<file path="src/rtl/jpeg_zz_pkg.sv">
// Shared zigzag tables for the JPEG encoder zigzag and decoder inverse-zigzag stages.
package jpeg_zz_pkg;

    localparam int BLK_SZ = 64;
    localparam int IDX_W  = 6;

    // Zigzag scan index k -> raster position (row*8+col).
    localparam logic [IDX_W-1:0] ZZ_TO_RASTER [0:BLK_SZ-1] = '{
         0,  1,  8, 16,  9,  2,  3, 10, 17, 24, 32, 25, 18, 11,  4,  5,
        12, 19, 26, 33, 40, 48, 41, 34, 27, 20, 13,  6,  7, 14, 21, 28,
        35, 42, 49, 56, 57, 50, 43, 36, 29, 22, 15, 23, 30, 37, 44, 51,
        58, 59, 52, 45, 38, 31, 39, 46, 53, 60, 61, 54, 47, 55, 62, 63
    };

    // Raster position -> zigzag scan index (inverse of the table above).
    localparam logic [IDX_W-1:0] RASTER_TO_ZZ [0:BLK_SZ-1] = '{
         0,  1,  5,  6, 14, 15, 27, 28,  2,  4,  7, 13, 16, 26, 29, 42,
         3,  8, 12, 17, 25, 30, 41, 43,  9, 11, 18, 24, 31, 40, 44, 53,
        10, 19, 23, 32, 39, 45, 52, 54, 20, 22, 33, 38, 46, 51, 55, 60,
        21, 34, 37, 47, 50, 56, 59, 61, 35, 36, 48, 49, 57, 58, 62, 63
    };

    function automatic logic [IDX_W-1:0] zz_to_raster(input logic [IDX_W-1:0] k);
        return ZZ_TO_RASTER[k];
    endfunction

endpackage

</file>
<file path="src/rtl/jpeg_izigzag_bank_ram.sv">
// Two-bank coefficient store: one write port, one registered read port, no reset.
module jpeg_izigzag_bank_ram
    import jpeg_zz_pkg::*;
#(
    parameter int DATA_W = 12
) (
    input  logic                     clk,
    input  logic                     wr_en,
    input  logic [IDX_W:0]           wr_addr,
    input  logic signed [DATA_W-1:0] wr_data,
    input  logic                     rd_en,
    input  logic [IDX_W:0]           rd_addr,
    output logic signed [DATA_W-1:0] rd_data
);

    logic signed [DATA_W-1:0] mem [0:2*BLK_SZ-1];

    // Write port: address is {bank, raster index}.
    always_ff @(posedge clk) begin
        if (wr_en) mem[wr_addr] <= wr_data;
    end

    // Read port: data register only advances when the output stage loads.
    always_ff @(posedge clk) begin
        if (rd_en) rd_data <= mem[rd_addr];
    end

endmodule

</file>
<file path="src/rtl/jpeg_izigzag.sv">
// Inverse zigzag reorder: zigzag-ordered coefficients in, raster-ordered out,
// ping-pong buffered so one block fills while the other drains.
module jpeg_izigzag
    import jpeg_zz_pkg::*;
#(
    parameter int DATA_W = 12
) (
    input  logic                     clk,
    input  logic                     rst,
    input  logic                     in_valid,
    output logic                     in_ready,
    input  logic signed [DATA_W-1:0] in_data,
    output logic                     out_valid,
    input  logic                     out_ready,
    output logic signed [DATA_W-1:0] out_data,
    output logic                     out_last
);

    localparam logic [IDX_W-1:0] LAST_IDX = IDX_W'(BLK_SZ - 1);

    logic [1:0]               bank_full;
    logic [1:0]               bank_full_nxt;
    logic                     wsel;
    logic                     rsel;
    logic [IDX_W-1:0]         wcnt;
    logic [IDX_W-1:0]         rcnt;
    logic                     wr_en;
    logic                     wr_last;
    logic                     ld_p0;
    logic                     ld_last_p0;
    logic                     rel;
    logic signed [DATA_W-1:0] rd_data_p1;

    // Output register loads whenever a full bank exists and the register is free or draining.
    assign ld_p0      = bank_full[rsel] && (!out_valid || out_ready);
    assign ld_last_p0 = ld_p0 && (rcnt == LAST_IDX);
    // Bank under the write pointer frees up this very cycle: lets back-to-back blocks stream.
    assign rel        = ld_last_p0 && (rsel == wsel);
    assign in_ready   = !rst && (!bank_full[wsel] || rel);
    assign wr_en      = in_valid && in_ready;
    assign wr_last    = wr_en && (wcnt == LAST_IDX);

    // Bank flag update: a same-bank clear and set in one cycle resolves to set.
    always_comb begin
        bank_full_nxt = bank_full;
        if (ld_last_p0) bank_full_nxt[rsel] = 1'b0;
        if (wr_last)    bank_full_nxt[wsel] = 1'b1;
    end

    // Write/read pointers and bank flags; partial blocks are dropped on reset.
    always_ff @(posedge clk) begin
        if (rst) begin
            bank_full <= '0;
            wsel      <= 1'b0;
            rsel      <= 1'b0;
            wcnt      <= '0;
            rcnt      <= '0;
        end else begin
            bank_full <= bank_full_nxt;
            if (wr_en) begin
                wcnt <= wcnt + 1'b1;
                if (wr_last) wsel <= !wsel;
            end
            if (ld_p0) begin
                rcnt <= rcnt + 1'b1;
                if (ld_last_p0) rsel <= !rsel;
            end
        end
    end

    // Output valid/last: hold while stalled, drop once accepted with nothing new to load.
    always_ff @(posedge clk) begin
        if (rst) begin
            out_valid <= 1'b0;
            out_last  <= 1'b0;
        end else if (ld_p0) begin
            out_valid <= 1'b1;
            out_last  <= (rcnt == LAST_IDX);
        end else if (out_ready) begin
            out_valid <= 1'b0;
        end
    end

    jpeg_izigzag_bank_ram #(
        .DATA_W (DATA_W)
    ) u_ram (
        .clk     (clk),
        .wr_en   (wr_en),
        .wr_addr ({wsel, zz_to_raster(wcnt)}),
        .wr_data (in_data),
        .rd_en   (ld_p0),
        .rd_addr ({rsel, rcnt}),
        .rd_data (rd_data_p1)
    );

    // ---- stage p1: registered RAM output; zero whenever nothing is presented ----
    assign out_data = out_valid ? rd_data_p1 : '0;

endmodule
</file>
<file path="config.mk">
export PLATFORM = sky130hd
export DESIGN_NAME = jpeg_izigzag
export DESIGN_NICKNAME = d
export VERILOG_FILES = /design/src/rtl/jpeg_zz_pkg.sv /design/src/rtl/jpeg_izigzag_bank_ram.sv /design/src/rtl/jpeg_izigzag.sv
export SDC_FILE = /design/constraint.sdc
export NUM_CORES = 2
export LEC_CHECK = 0
export BUFFER_PORTS_ARGS = -buffer_cell sky130_fd_sc_hd__buf_2
export CAP_MARGIN = 40
export CORE_ASPECT_RATIO = 1.25
export CORE_MARGIN = 2
export CORE_UTILIZATION = 34
export CTS_CLUSTER_DIAMETER = 50
export DETAILED_ROUTE_END_ITERATION = 10
export SETUP_SLACK_MARGIN = 0.05
export SLEW_MARGIN = 25
export SYNTH_ARGS = -nofsm -noshare
export SYNTH_HDL_FRONTEND = slang
export SYNTH_SLANG_ARGS = --single-unit
</file>
<file path="constraint.sdc">
create_clock -name clk -period 3.5 [get_ports clk]
set_clock_uncertainty 0.05 [all_clocks]
set_input_delay 0.7 -clock clk [delete_from_list [all_inputs] [get_ports clk]]
set_output_delay 0.7 -clock clk [all_outputs]
set_load 0.02 [all_outputs]
</file>
==> flow_metrics.env <==
export IMPL_synth_edf_count=1548
export IMPL_slew_violations=0
export IMPL_ir_drop_v=0.000425
export IMPL_ys_top_cells_by_area="edfxtp_1 76%, mux4_2 11%, mux2i_1 3.1%"
export IMPL_period_share_pct=97.2
export IMPL_cap_violations=0
export IMPL_core_area_um2=180000
export IMPL_outcome="complete, no violations"
export IMPL_port_buffers=30
export IMPL_area_growth_synth_to_final_pct=17.4
export IMPL_r2r_start="rcnt[3]"
export IMPL_synth_area_per_cell_um2=20.4
export IMPL_drt_first_iter_violations=3733
export IMPL_tritoncts="built"
export IMPL_synth_ff_type="edfxtp_1"
export IMPL_dieArea_um2=184000
export IMPL_die_y_um=479
export IMPL_min_period_ns=3.40
export IMPL_h_tree_depth=4
export IMPL_clock_root_buffer="clkbuf_16"
export IMPL_antenna_found_initial=8
export IMPL_first_pass_iters=5
export IMPL_cp_max_fo=5
export IMPL_dr_wl_met3_mm=10.2
export IMPL_grt_max_degree=129
export IMPL_vias=31700
export IMPL_met1_length_mm=65.5
export IMPL_via_per_inst=5.40
export IMPL_r2r_cells=7
export IMPL_cp_end_kind="output pin"
export IMPL_yosys_cell_count_top_type="edfxtp_1"
export IMPL_hold_end="out_valid"
export IMPL_relSlewSlack_pct=41.7
export IMPL_regToRegEndpoint="u_ram.rd_data[3]"
export IMPL_cts_sinks=1566
export IMPL_required_ns=2.75
export IMPL_hold_viol=0
export IMPL_syn_area_um2=61400
export IMPL_synth_top_cell_area_share_pct=75.7
export IMPL_critical_path_arrival_ns=2.65
export IMPL_ios=31
export IMPL_drive_gt1_share_pct=28.4
export IMPL_critPathLaunchType="flop"
export IMPL_leakagePower_uw=0.0219
export IMPL_wl_per_cell_um=28.5
export IMPL_wl_met2_mm=84.2
export IMPL_synthArstFlopShare_pct=0
export IMPL_setup_violations=0
export IMPL_tightestPinTransition_ns=0.870
export IMPL_hp_start="out_ready"
export IMPL_synthesis_nets=3040
export IMPL_seq_area_frac_synth_pct=76.3
export IMPL_nets=3399
export IMPL_dr_max_layer_used="met5"
export IMPL_clock_latency_ns=0.80
export IMPL_ys_types=64
export IMPL_hold_ws_ns=0.224
export IMPL_ant_nets=0
export IMPL_worst_setup_path_type="flop to output pin"
export IMPL_hpwl_mm=108
export IMPL_hp_class="input port to flop"
export IMPL_die_w_um=384
export IMPL_grt_pass1_vias=31900
export IMPL_clockBufferDepth=3
export IMPL_netlist_instances=3007
export IMPL_grt_pass1_wl_mm=237
export IMPL_yosys_warnings=0
export IMPL_synth_top_cells_by_count="1548 x edfxtp_1, 305 x mux4_2, 189 x mux2i_1"
export IMPL_numCtsBuffers=154
export IMPL_wl_mm=167
export IMPL_start_util_pct=34.2
export IMPL_design_area_um2=72000
export IMPL_grt_overflow_total=0
export IMPL_placed_cell_area_um2=66900
export IMPL_r2r_slack_ns=0.12
export IMPL_p_total_uw=37800
export IMPL_rsz0062_at_grt="yes"
export IMPL_fmax_mhz=294
export IMPL_clk_pin_slew_ns=0.06
export IMPL_n_antenna_cell=0
export IMPL_grt_usage_pct=18.0
export IMPL_ys_ff_latch=1566
export IMPL_yosysTopAreaCell="edfxtp_1"
export IMPL_drc=0
export IMPL_holdPathStages=3
export IMPL_rows=174
export IMPL_cellPowerDensity_nw_per_um2=524
export IMPL_place_gp_congestion=0.890
-- critical path: stages (launching register included) --
cell and delay [ns]:
dfxtp_4 0.37, ha_2 0.20, or4b_4 0.54, o21ai_2 0.17, nor2_1 0.07, nor3_2 0.18, buf_6 0.17, buf_4 0.15
-- logic make-up after synthesis --
kind of cell,after synthesis,share of synthesized area (%)
multiplexers,524,14.8
adder cells (fa/ha/maj),17,0.347
flip-flops,1566,76.3
XOR/XNOR,13,0.185
buffers and inverters,185,1.44
AO/OA/AOI/OAI,349,4.07
AND/OR/NAND/NOR,353,2.81
-- cell usage in the layout (no fill, tap or decap), types with 15 or more instances in the layout --
cell type	instances
o22ai_1	28
clkbuf_1	26
ha_1	16
clkbuf_16	157
and2_1	19
clkinv_1	40
mux4_2	305
a22oi_1	59
buf_12	45
nor2_2	18
buf_4	307
a2111oi_0	16
mux2i_1	188
nor2_1	149
buf_2	21
o221ai_1	35
o21ai_0	24
nand2b_1	19
a22o_1	16
mux2_2	30
a21oi_1	66
edfxtp_1	1548
clkinv_2	20
a211oi_1	35
a221oi_1	15
nand2_1	52
-- routing by layer --
layer | vias to the layer above | track usage, %
met3 | 307 | 2.63
met5 | - | 0
met1 | 16800 | 23.0
met2 | 1314 | 30.4
met4 | 4 | 7.76
li1 | 13300 | -
-- power breakdown --
group	total [uW]	internal, uW	switching (uW)
sequential	20600	20600	4.78
combinational	614	130	484
clock	16500	9350	7180
-- worst max-delay path by stage --
stage | from | end | slack [ns] | cells past startpoint
6_report | rcnt[0] | in_ready | 0.1 | 7
5_1_grt | rcnt[0] | in_ready | 0.02 | 7
4_1_cts | rcnt[1] | in_ready | 0.005 | 7
3_5_place_dp | out_ready | u_ram.mem[25][0] | -0.20 | 10
3_3_place_gp | out_ready | u_ram.mem[57][2] | -0.41 | 9
2_1_floorplan | wcnt[0] | u_ram.mem[19][0] | 0.008 | 11
-- area by class of cell --
type / count / area (um2)
Fill cell: 15800 / 108000
Inverter: 10 / 41.3
Clock buffer: 191 / 4140
Sequential cell: 1566 / 46900
Timing Repair Buffer: 378 / 3380
Clock inverter: 92 / 878
Multi-Input combinational cell: 1256 / 13800
Tap cell: 2376 / 2970
-- repair_timing --
item / in CTS / in global routing
hold buffers: 0 / 0
setup endpoints to repair: 27 / 163
gates cloned: 0 / 0
gates resized for setup: 9 / 13
setup buffers: 0 / 3
pin swaps: 1 / 2
-- state kept, by name, indices dropped and copies added, names as in the netlist --
name	count
bank_full	2
out_last	1
u_ram.rd_data	12
wcnt	6
rsel	1
u_ram.mem	1536
wsel	1
rcnt	6
out_valid	1
-- through the flow --
| stage | setup TNS, ns | setup WS (ns) | util, % | instances |
|---|---|---|---|---|
| floorplan | 0 | 0.00844 | - | 3007 |
| global placement | -110.57 | -0.412 | 37.2 | 5562 |
| detailed placement | -30.11 | -0.205 | 37.3 | 5582 |
| CTS | 0 | 0.00524 | 40.1 | 5865 |
| global route | 0 | 0.0186 | 40.1 | 5869 |
| finish | 0 | 0.0969 | 40.1 | 5869 |
No activity file was read; power rests on OpenSTA's default activity.
